[src/rtl/spi_deserializer_if.sv]
`default_nettype none
// ============================================================================
//  Module      : spi_deserializer_if
//  Description : Bundles the SPI receive pins (sclk, mosi), the receive-FIFO
//                write port (full, write_data, write_en) and the status
//                pulses (done, overrun, frame_err, busy) of spi_deserializer.
//                slave  : deserializer side (consumes pins, drives FIFO/status)
//                master : environment side (drives pins and full)
//  Revision    : 1.0  initial release
// ============================================================================
interface spi_deserializer_if #(
  parameter int DATA_WIDTH = 8
);
  logic                  sclk;
  logic                  mosi;
  logic                  full;
  logic [DATA_WIDTH-1:0] write_data;
  logic                  write_en;
  logic                  done;
  logic                  overrun;
  logic                  frame_err;
  logic                  busy;

  modport slave (
    input  sclk, mosi, full,
    output write_data, write_en, done, overrun, frame_err, busy
  );

  modport master (
    output sclk, mosi, full,
    input  write_data, write_en, done, overrun, frame_err, busy
  );
endinterface
`default_nettype wire

[src/rtl/spi_deserializer.sv]
`default_nettype none
// ============================================================================
//  Module      : spi_deserializer
//  Description : SPI receive end. Synchronises sclk/mosi into clk, samples
//                mosi on each rising sclk (MSB first), assembles DATA_WIDTH
//                bit words and writes each one to a receive FIFO with a
//                one-cycle strobe. Reports overrun (FIFO full at store time)
//                and framing errors (mid-frame timeout, stray sclk edge).
//  Ports       : clk        system clock, posedge
//                rst        asynchronous reset, active low
//                bus.sclk   SPI clock, idle low, asynchronous to clk
//                bus.mosi   SPI data, stable around rising sclk
//                bus.full   receive FIFO full
//                bus.write_data / bus.write_en  FIFO write port
//                bus.done / overrun / frame_err one-cycle status pulses
//                bus.busy   high whenever the FSM is not idle
//  Revision    : 1.0  initial release
// ============================================================================
module spi_deserializer #(
  parameter int DATA_WIDTH     = 8,
  parameter int SYNC_STAGES    = 2,
  parameter int TIMEOUT_CYCLES = 64
) (
  input  logic                clk,
  input  logic                rst,
  spi_deserializer_if.slave   bus
);

  localparam int CNT_W  = $clog2(DATA_WIDTH) + 1;
  localparam int IDLE_W = $clog2(TIMEOUT_CYCLES) + 1;

  localparam logic [1:0] ST_IDLE     = 2'd0;
  localparam logic [1:0] ST_SHIFT    = 2'd1;
  localparam logic [1:0] ST_STORE    = 2'd2;
  localparam logic [1:0] ST_COMPLETE = 2'd3;

  localparam logic [CNT_W-1:0]  C_BITS_FULL = CNT_W'(DATA_WIDTH);
  localparam logic [CNT_W-1:0]  C_BITS_REST = CNT_W'(DATA_WIDTH - 1);
  localparam logic [IDLE_W-1:0] C_TIMEOUT   = IDLE_W'(TIMEOUT_CYCLES - 1);

  logic [1:0]             state_q, state_d;
  logic [SYNC_STAGES-1:0] sclk_sync_q, sclk_sync_d;
  logic [SYNC_STAGES-1:0] mosi_sync_q, mosi_sync_d;
  logic                   sclk_prev_q, sclk_prev_d;
  logic [DATA_WIDTH-1:0]  shift_reg_q, shift_reg_d;
  logic [CNT_W-1:0]       bit_counter_q, bit_counter_d;
  logic [IDLE_W-1:0]      idle_cnt_q, idle_cnt_d;
  logic [DATA_WIDTH-1:0]  write_data_q, write_data_d;
  logic                   write_en_q, write_en_d;
  logic                   done_q, done_d;
  logic                   overrun_q, overrun_d;
  logic                   frame_err_q, frame_err_d;
  logic                   busy_q, busy_d;

  logic sclk_s;
  logic mosi_s;
  logic rise;
  logic timeout;

  // Both synchronisers have the same depth so mosi_s is the value that was
  // on the pin when the synced rising edge was captured.
  assign sclk_sync_d = {sclk_sync_q[SYNC_STAGES-2:0], bus.sclk};
  assign mosi_sync_d = {mosi_sync_q[SYNC_STAGES-2:0], bus.mosi};
  assign sclk_s      = sclk_sync_q[SYNC_STAGES-1];
  assign mosi_s      = mosi_sync_q[SYNC_STAGES-1];
  assign sclk_prev_d = sclk_s;
  assign rise        = sclk_s & ~sclk_prev_q;
  assign timeout     = (idle_cnt_q == C_TIMEOUT);

  // --------------------------------------------------------------------------
  // State and datapath registers
  // --------------------------------------------------------------------------
  always_ff @(posedge clk or negedge rst) begin
    if (!rst) begin
      state_q       <= ST_IDLE;
      sclk_sync_q   <= '0;
      mosi_sync_q   <= '0;
      sclk_prev_q   <= 1'b0;
      shift_reg_q   <= '0;
      bit_counter_q <= C_BITS_FULL;
      idle_cnt_q    <= '0;
      write_data_q  <= '0;
      write_en_q    <= 1'b0;
      done_q        <= 1'b0;
      overrun_q     <= 1'b0;
      frame_err_q   <= 1'b0;
      busy_q        <= 1'b0;
    end else begin
      state_q       <= state_d;
      sclk_sync_q   <= sclk_sync_d;
      mosi_sync_q   <= mosi_sync_d;
      sclk_prev_q   <= sclk_prev_d;
      shift_reg_q   <= shift_reg_d;
      bit_counter_q <= bit_counter_d;
      idle_cnt_q    <= idle_cnt_d;
      write_data_q  <= write_data_d;
      write_en_q    <= write_en_d;
      done_q        <= done_d;
      overrun_q     <= overrun_d;
      frame_err_q   <= frame_err_d;
      busy_q        <= busy_d;
    end
  end

  // --------------------------------------------------------------------------
  // Next-state logic
  // --------------------------------------------------------------------------
  always_comb begin
    state_d = state_q;
    case (state_q)
      ST_IDLE: begin
        if (rise) state_d = ST_SHIFT;
      end
      ST_SHIFT: begin
        // Counter at 1 means this rise delivers the last bit of the word.
        if (rise) begin
          if (bit_counter_q == CNT_W'(1)) state_d = ST_STORE;
        end else if (timeout) begin
          state_d = ST_IDLE;
        end
      end
      ST_STORE:    state_d = ST_COMPLETE;
      ST_COMPLETE: state_d = ST_IDLE;
      default:     state_d = ST_IDLE;
    endcase
  end

  // --------------------------------------------------------------------------
  // Datapath and output logic (all outputs registered)
  // --------------------------------------------------------------------------
  always_comb begin
    shift_reg_d   = shift_reg_q;
    bit_counter_d = bit_counter_q;
    idle_cnt_d    = idle_cnt_q;
    write_data_d  = write_data_q;
    write_en_d    = 1'b0;
    done_d        = 1'b0;
    overrun_d     = 1'b0;
    frame_err_d   = 1'b0;
    case (state_q)
      ST_IDLE: begin
        idle_cnt_d = '0;
        if (rise) begin
          shift_reg_d   = {shift_reg_q[DATA_WIDTH-2:0], mosi_s};
          bit_counter_d = C_BITS_REST;
        end
      end
      ST_SHIFT: begin
        if (rise) begin
          shift_reg_d   = {shift_reg_q[DATA_WIDTH-2:0], mosi_s};
          bit_counter_d = bit_counter_q - CNT_W'(1);
          idle_cnt_d    = '0;
        end else if (timeout) begin
          // Abandon the partial word; the frame never reports done.
          frame_err_d   = 1'b1;
          shift_reg_d   = '0;
          bit_counter_d = C_BITS_FULL;
          idle_cnt_d    = '0;
        end else begin
          idle_cnt_d = idle_cnt_q + IDLE_W'(1);
        end
      end
      ST_STORE: begin
        // full is only consulted here; the word is either written or dropped.
        if (bus.full) begin
          overrun_d = 1'b1;
        end else begin
          write_en_d   = 1'b1;
          write_data_d = shift_reg_q;
        end
        // A rise here belongs to no word; flag it but keep sequencing.
        if (rise) frame_err_d = 1'b1;
      end
      ST_COMPLETE: begin
        done_d        = 1'b1;
        bit_counter_d = C_BITS_FULL;
        if (rise) frame_err_d = 1'b1;
      end
      default: ;
    endcase
  end

  assign busy_d = (state_d != ST_IDLE);

  assign bus.write_data = write_data_q;
  assign bus.write_en   = write_en_q;
  assign bus.done       = done_q;
  assign bus.overrun    = overrun_q;
  assign bus.frame_err  = frame_err_q;
  assign bus.busy       = busy_q;

endmodule
`default_nettype wire

[src/flat_wrapper.sv]
// flat-port wrapper written by rule: the top's interface ports become plain ports
module spi_deserializer_flat 
#(
  parameter int DATA_WIDTH     = 8,
  parameter int SYNC_STAGES    = 2,
  parameter int TIMEOUT_CYCLES = 64
)
  (clk, rst, bus_sclk, bus_mosi, bus_full, bus_write_data, bus_write_en, bus_done, bus_overrun, bus_frame_err, bus_busy);
  spi_deserializer_if #(.DATA_WIDTH(DATA_WIDTH)) bus_i ();
  input  logic clk;
  input  logic rst;
  input wire logic [$bits(bus_i.sclk)-1:0] bus_sclk;
  input wire logic [$bits(bus_i.mosi)-1:0] bus_mosi;
  input wire logic [$bits(bus_i.full)-1:0] bus_full;
  output wire logic [$bits(bus_i.write_data)-1:0] bus_write_data;
  output wire logic [$bits(bus_i.write_en)-1:0] bus_write_en;
  output wire logic [$bits(bus_i.done)-1:0] bus_done;
  output wire logic [$bits(bus_i.overrun)-1:0] bus_overrun;
  output wire logic [$bits(bus_i.frame_err)-1:0] bus_frame_err;
  output wire logic [$bits(bus_i.busy)-1:0] bus_busy;
  assign bus_i.sclk = bus_sclk;
  assign bus_i.mosi = bus_mosi;
  assign bus_i.full = bus_full;
  assign bus_write_data = bus_i.write_data;
  assign bus_write_en = bus_i.write_en;
  assign bus_done = bus_i.done;
  assign bus_overrun = bus_i.overrun;
  assign bus_frame_err = bus_i.frame_err;
  assign bus_busy = bus_i.busy;
  spi_deserializer #(.DATA_WIDTH(DATA_WIDTH), .SYNC_STAGES(SYNC_STAGES), .TIMEOUT_CYCLES(TIMEOUT_CYCLES)) u_core (.clk(clk), .rst(rst), .bus(bus_i));
endmodule
[config.mk]
export PLATFORM = sky130hd
export DESIGN_NAME = spi_deserializer_flat
export DESIGN_NICKNAME = d
export VERILOG_FILES = /design/src/rtl/spi_deserializer_if.sv /design/src/rtl/spi_deserializer.sv /design/src/flat_wrapper.sv
export SDC_FILE = /design/constraint.sdc
export NUM_CORES = 1
export LEC_CHECK = 0
export CAP_MARGIN = 25
export CORE_UTILIZATION = 54
export CTS_CLUSTER_DIAMETER = 200
export DETAILED_ROUTE_END_ITERATION = 10
export PLACE_DENSITY_LB_ADDON = 0.12
export SLEW_MARGIN = 0
export SYNTH_ARGS = -nofsm -noshare
export SYNTH_HDL_FRONTEND = slang
export SYNTH_SLANG_ARGS = --single-unit
export TNS_END_PERCENT = 5
[constraint.sdc]
create_clock -name clk -period 1.7 [get_ports clk]
set_input_delay 0.34 -clock clk [delete_from_list [all_inputs] [get_ports clk]]
set_output_delay 0.34 -clock clk [all_outputs]
set_load 0.01 [all_outputs]
==> run metrics <==
status=complete, but fails checks; failing checks=hold timing; core area=0.00278 sq mm; largest family of logic cells by synthesized area=compound AO/OA/AOI/OAI gates; syn_nets=133; post-route minimum period=about 1600 ps; xor and xnor area share after synthesis=0%; Max Cap Violations=0; top post-synthesis cells by area=dfrtp_1 60%, mux2_2 6.4%, a22o_1 5.0%; antenna cells=0; CP arrival=1250 ps; Final Cycle Share=93.8%; top cell type's share of synthesized area=between 50% and 60%; Mapped Area=0.00159 sq mm; die width=56.3 microns; layout cells sized above 1=21.1%; Worst-path clk slew=120 ps; Die Span Y=56.3 microns; Avg WL per Cell=roughly 15 microns; clock buffer depth=2; RR Startpoint=u_core.idle_cnt_q[0]; DRC=0; register area share after synthesis=61.4%; number of synthesized flops with an enable pin=0; Synth cell types=34; # Post-CTS Setup Buffers=0; most common cell in the netlist=dfrtp_1; CTS Buf Count=5; CP Launch Point=u_core.bus.write_data[3]; H-tree levels=2; Setup Skew=11.0 ps; Avg Inst Size Synth=12.7 sq um; Final Non-Filler Cells=around 180; Register Area=977 sq um; flop and latch count out of synthesis=39; Hold WS=-12.3 ps; pwr/cell area=1180 mW/mm^2; # fillers=223; CTS resizes=0; total number of vias=1055; critical-path maximum fanout=2; Final Max Tran Viols=0; Crit path max-delay family=buffers and inverters; Worst IR Drop VDD=0.000858 V; Synth Area in Adders=2.36%; simple-gate share of the synthesized area=11.9%; gr ovfl total=0; worst slew pin tran=around 600 ps; Mapped Cells=125; Compound-Gate Fraction of Synth Area=between 10% and 20%; synth-to-layout area growth=17.7%; Final HPWL DP=1.97 mm; Sink Count=39; startpoint class of the critical path=flip-flop; fmax=0.627 GHz; Synth Flop Type=dfrtp_1; worst path required time=~1400 ps; final WL=approximately 2.8 mm; post-route ant nets=0; crit path buf inv count=1; global-route wire length before repair=roughly 4.7 mm; final hold violations=15; I/O Buffers=17; GPL Wtd Cong=~0.76; Slowest cell on crit path=clkdlybuf4s50_1; setup TNS=0 ps; Starting Density=57.2%; Static Leak=0.863 nW; overall routing resource usage=~20%; mux cell area share after synthesis=6.37%; CTS tree=done; Critical Path Sink Type=output port; drt first-iter violations=38; kind of critical path=flip-flop to output port; CP peak stage delay=550 ps; critical-path cell list=clkdlybuf4s50_1; largest net degree at the start of global routing=29; Final nets=159; synth warn=0; clock root buffer=clkbuf_4; Hold WC Path Type=input port to asynchronous set/reset pin; Via-to-Cell Ratio=about 5.8; slew margin rel.=roughly three fifths; RSZ-0062 raised after global routing=false; # IOs=18; initial antenna violation count=0; insertion delay to the later sink of the worst-skew pair=340 ps; Commonest cells post-synth=38 x dfrtp_1, 9 x a22o_1, 9 x mux2_2; cell total after placement=175; largest area contributor in the netlist=dfrtp_1; async set or reset register ratio after synthesis=100%; vias in the first global route=1057; Setup Viol. Count Final=0; Multi-input gate area=584 sq um; Die ar.=about 0.0032 sq mm; cell row count=19; drt first pass iters=4
## placed cells by master (no fill, tap or decap), drive strengths merged, types with 4 or more instances in the layout
cell	netlist	layout
dfrtp	38	38
clkdlybuf4s50	0	16
a22o	9	9
mux2	9	9
o21ai	9	9
nor2	9	9
nand2	7	7
clkbuf	1	6
buf	2	6
nand2b	5	5
a21oi	5	5
inv	4	4
nor3	4	4
## layout make-up
cell class,count,area share (%)
Sequential cell,39,52.2
Clock buffer,6,2.21
Tap cell,31,2.07
Inverter,4,0.802
Clock inverter,2,0.668
Timing Repair Buffer,22,10.8
Multi-Input combinational cell,79,31.2
## routing by layer
metal | wire, microns | track usage [%]
met5 | 0 | 0
met4 | 40 | 9.06
met3 | 93 | 5.07
met2 | 1320 | 32.3
met1 | 1310 | 24.9
## worst reg2reg max path, stage by stage (launching register included)
cell      delay, ps
dfrtp_1         410
ha_1            220
nand3_2         160
nor4b_4         320
o21bai_2        170
a22o_1          220
## registers in the layout, indices dropped and copies added, names as in the netlist
name,flops
u_core.bit_counter_q,4
u_core.sclk_prev_q,1
u_core.state_q,2
u_core.sclk_sync_q,2
u_core.bus.done,1
u_core.idle_cnt_q,7
u_core.bus.write_data,8
u_core.mosi_sync_q,2
u_core.bus.write_en,1
u_core.bus.busy,1
u_core.bus.frame_err,1
u_core.bus.overrun,1
u_core.shift_reg_q,8
## power by group
group	internal, mW	total [mW]	switching [mW]
sequential	1.10	1.26	0.157
combinational	0.254	0.493	0.239
clock	0.160	0.463	0.303
total	1.51	2.21	0.699
## logic make-up (layout without fill, tap and decap cells)
family	after synthesis	after routing
AO/OA/AOI/OAI	35	35
adder cells (fa/ha/maj)	3	3
buffers and inverters	7	34
flip-flops	39	39
multiplexers	9	9
AND/OR/NAND/NOR	32	32
## what timing repair did
action	in CTS	in global routing
hold buffers	0	0
setup endpoints to repair	0	9
endpoints found under the hold margin	0	0
## metrics by stage
stage	hold slack [ps]	setup slack [ps]	total power [mW]	util [%]	area [sq um]
6_report	-12.3	106	2.21	67.3	1870
2_1_floorplan	44.4	244	1.59	-	1590
3_5_place_dp	340	89.7	1.77	65.4	1820
4_1_cts	1.27	66.2	2.23	67.3	1870
3_3_place_gp	333	139	1.73	65.4	1820
5_1_grt	31.6	8.54	2.35	67.3	1870
## final timing paths
kind,cells after the start,endpoint,slack (ps)
max in group asynchronous,2,u_core.shift_reg_q[3],1180
max,1,bus_write_data[3],110
min,1,u_core.shift_reg_q[7],-10
max reg2reg,5,u_core.shift_reg_q[3],110
min in group clk,0,u_core.sclk_sync_q[1],360
min reg2reg,0,u_core.sclk_sync_q[1],360
No activity file was read; power rests on OpenSTA's default activity.
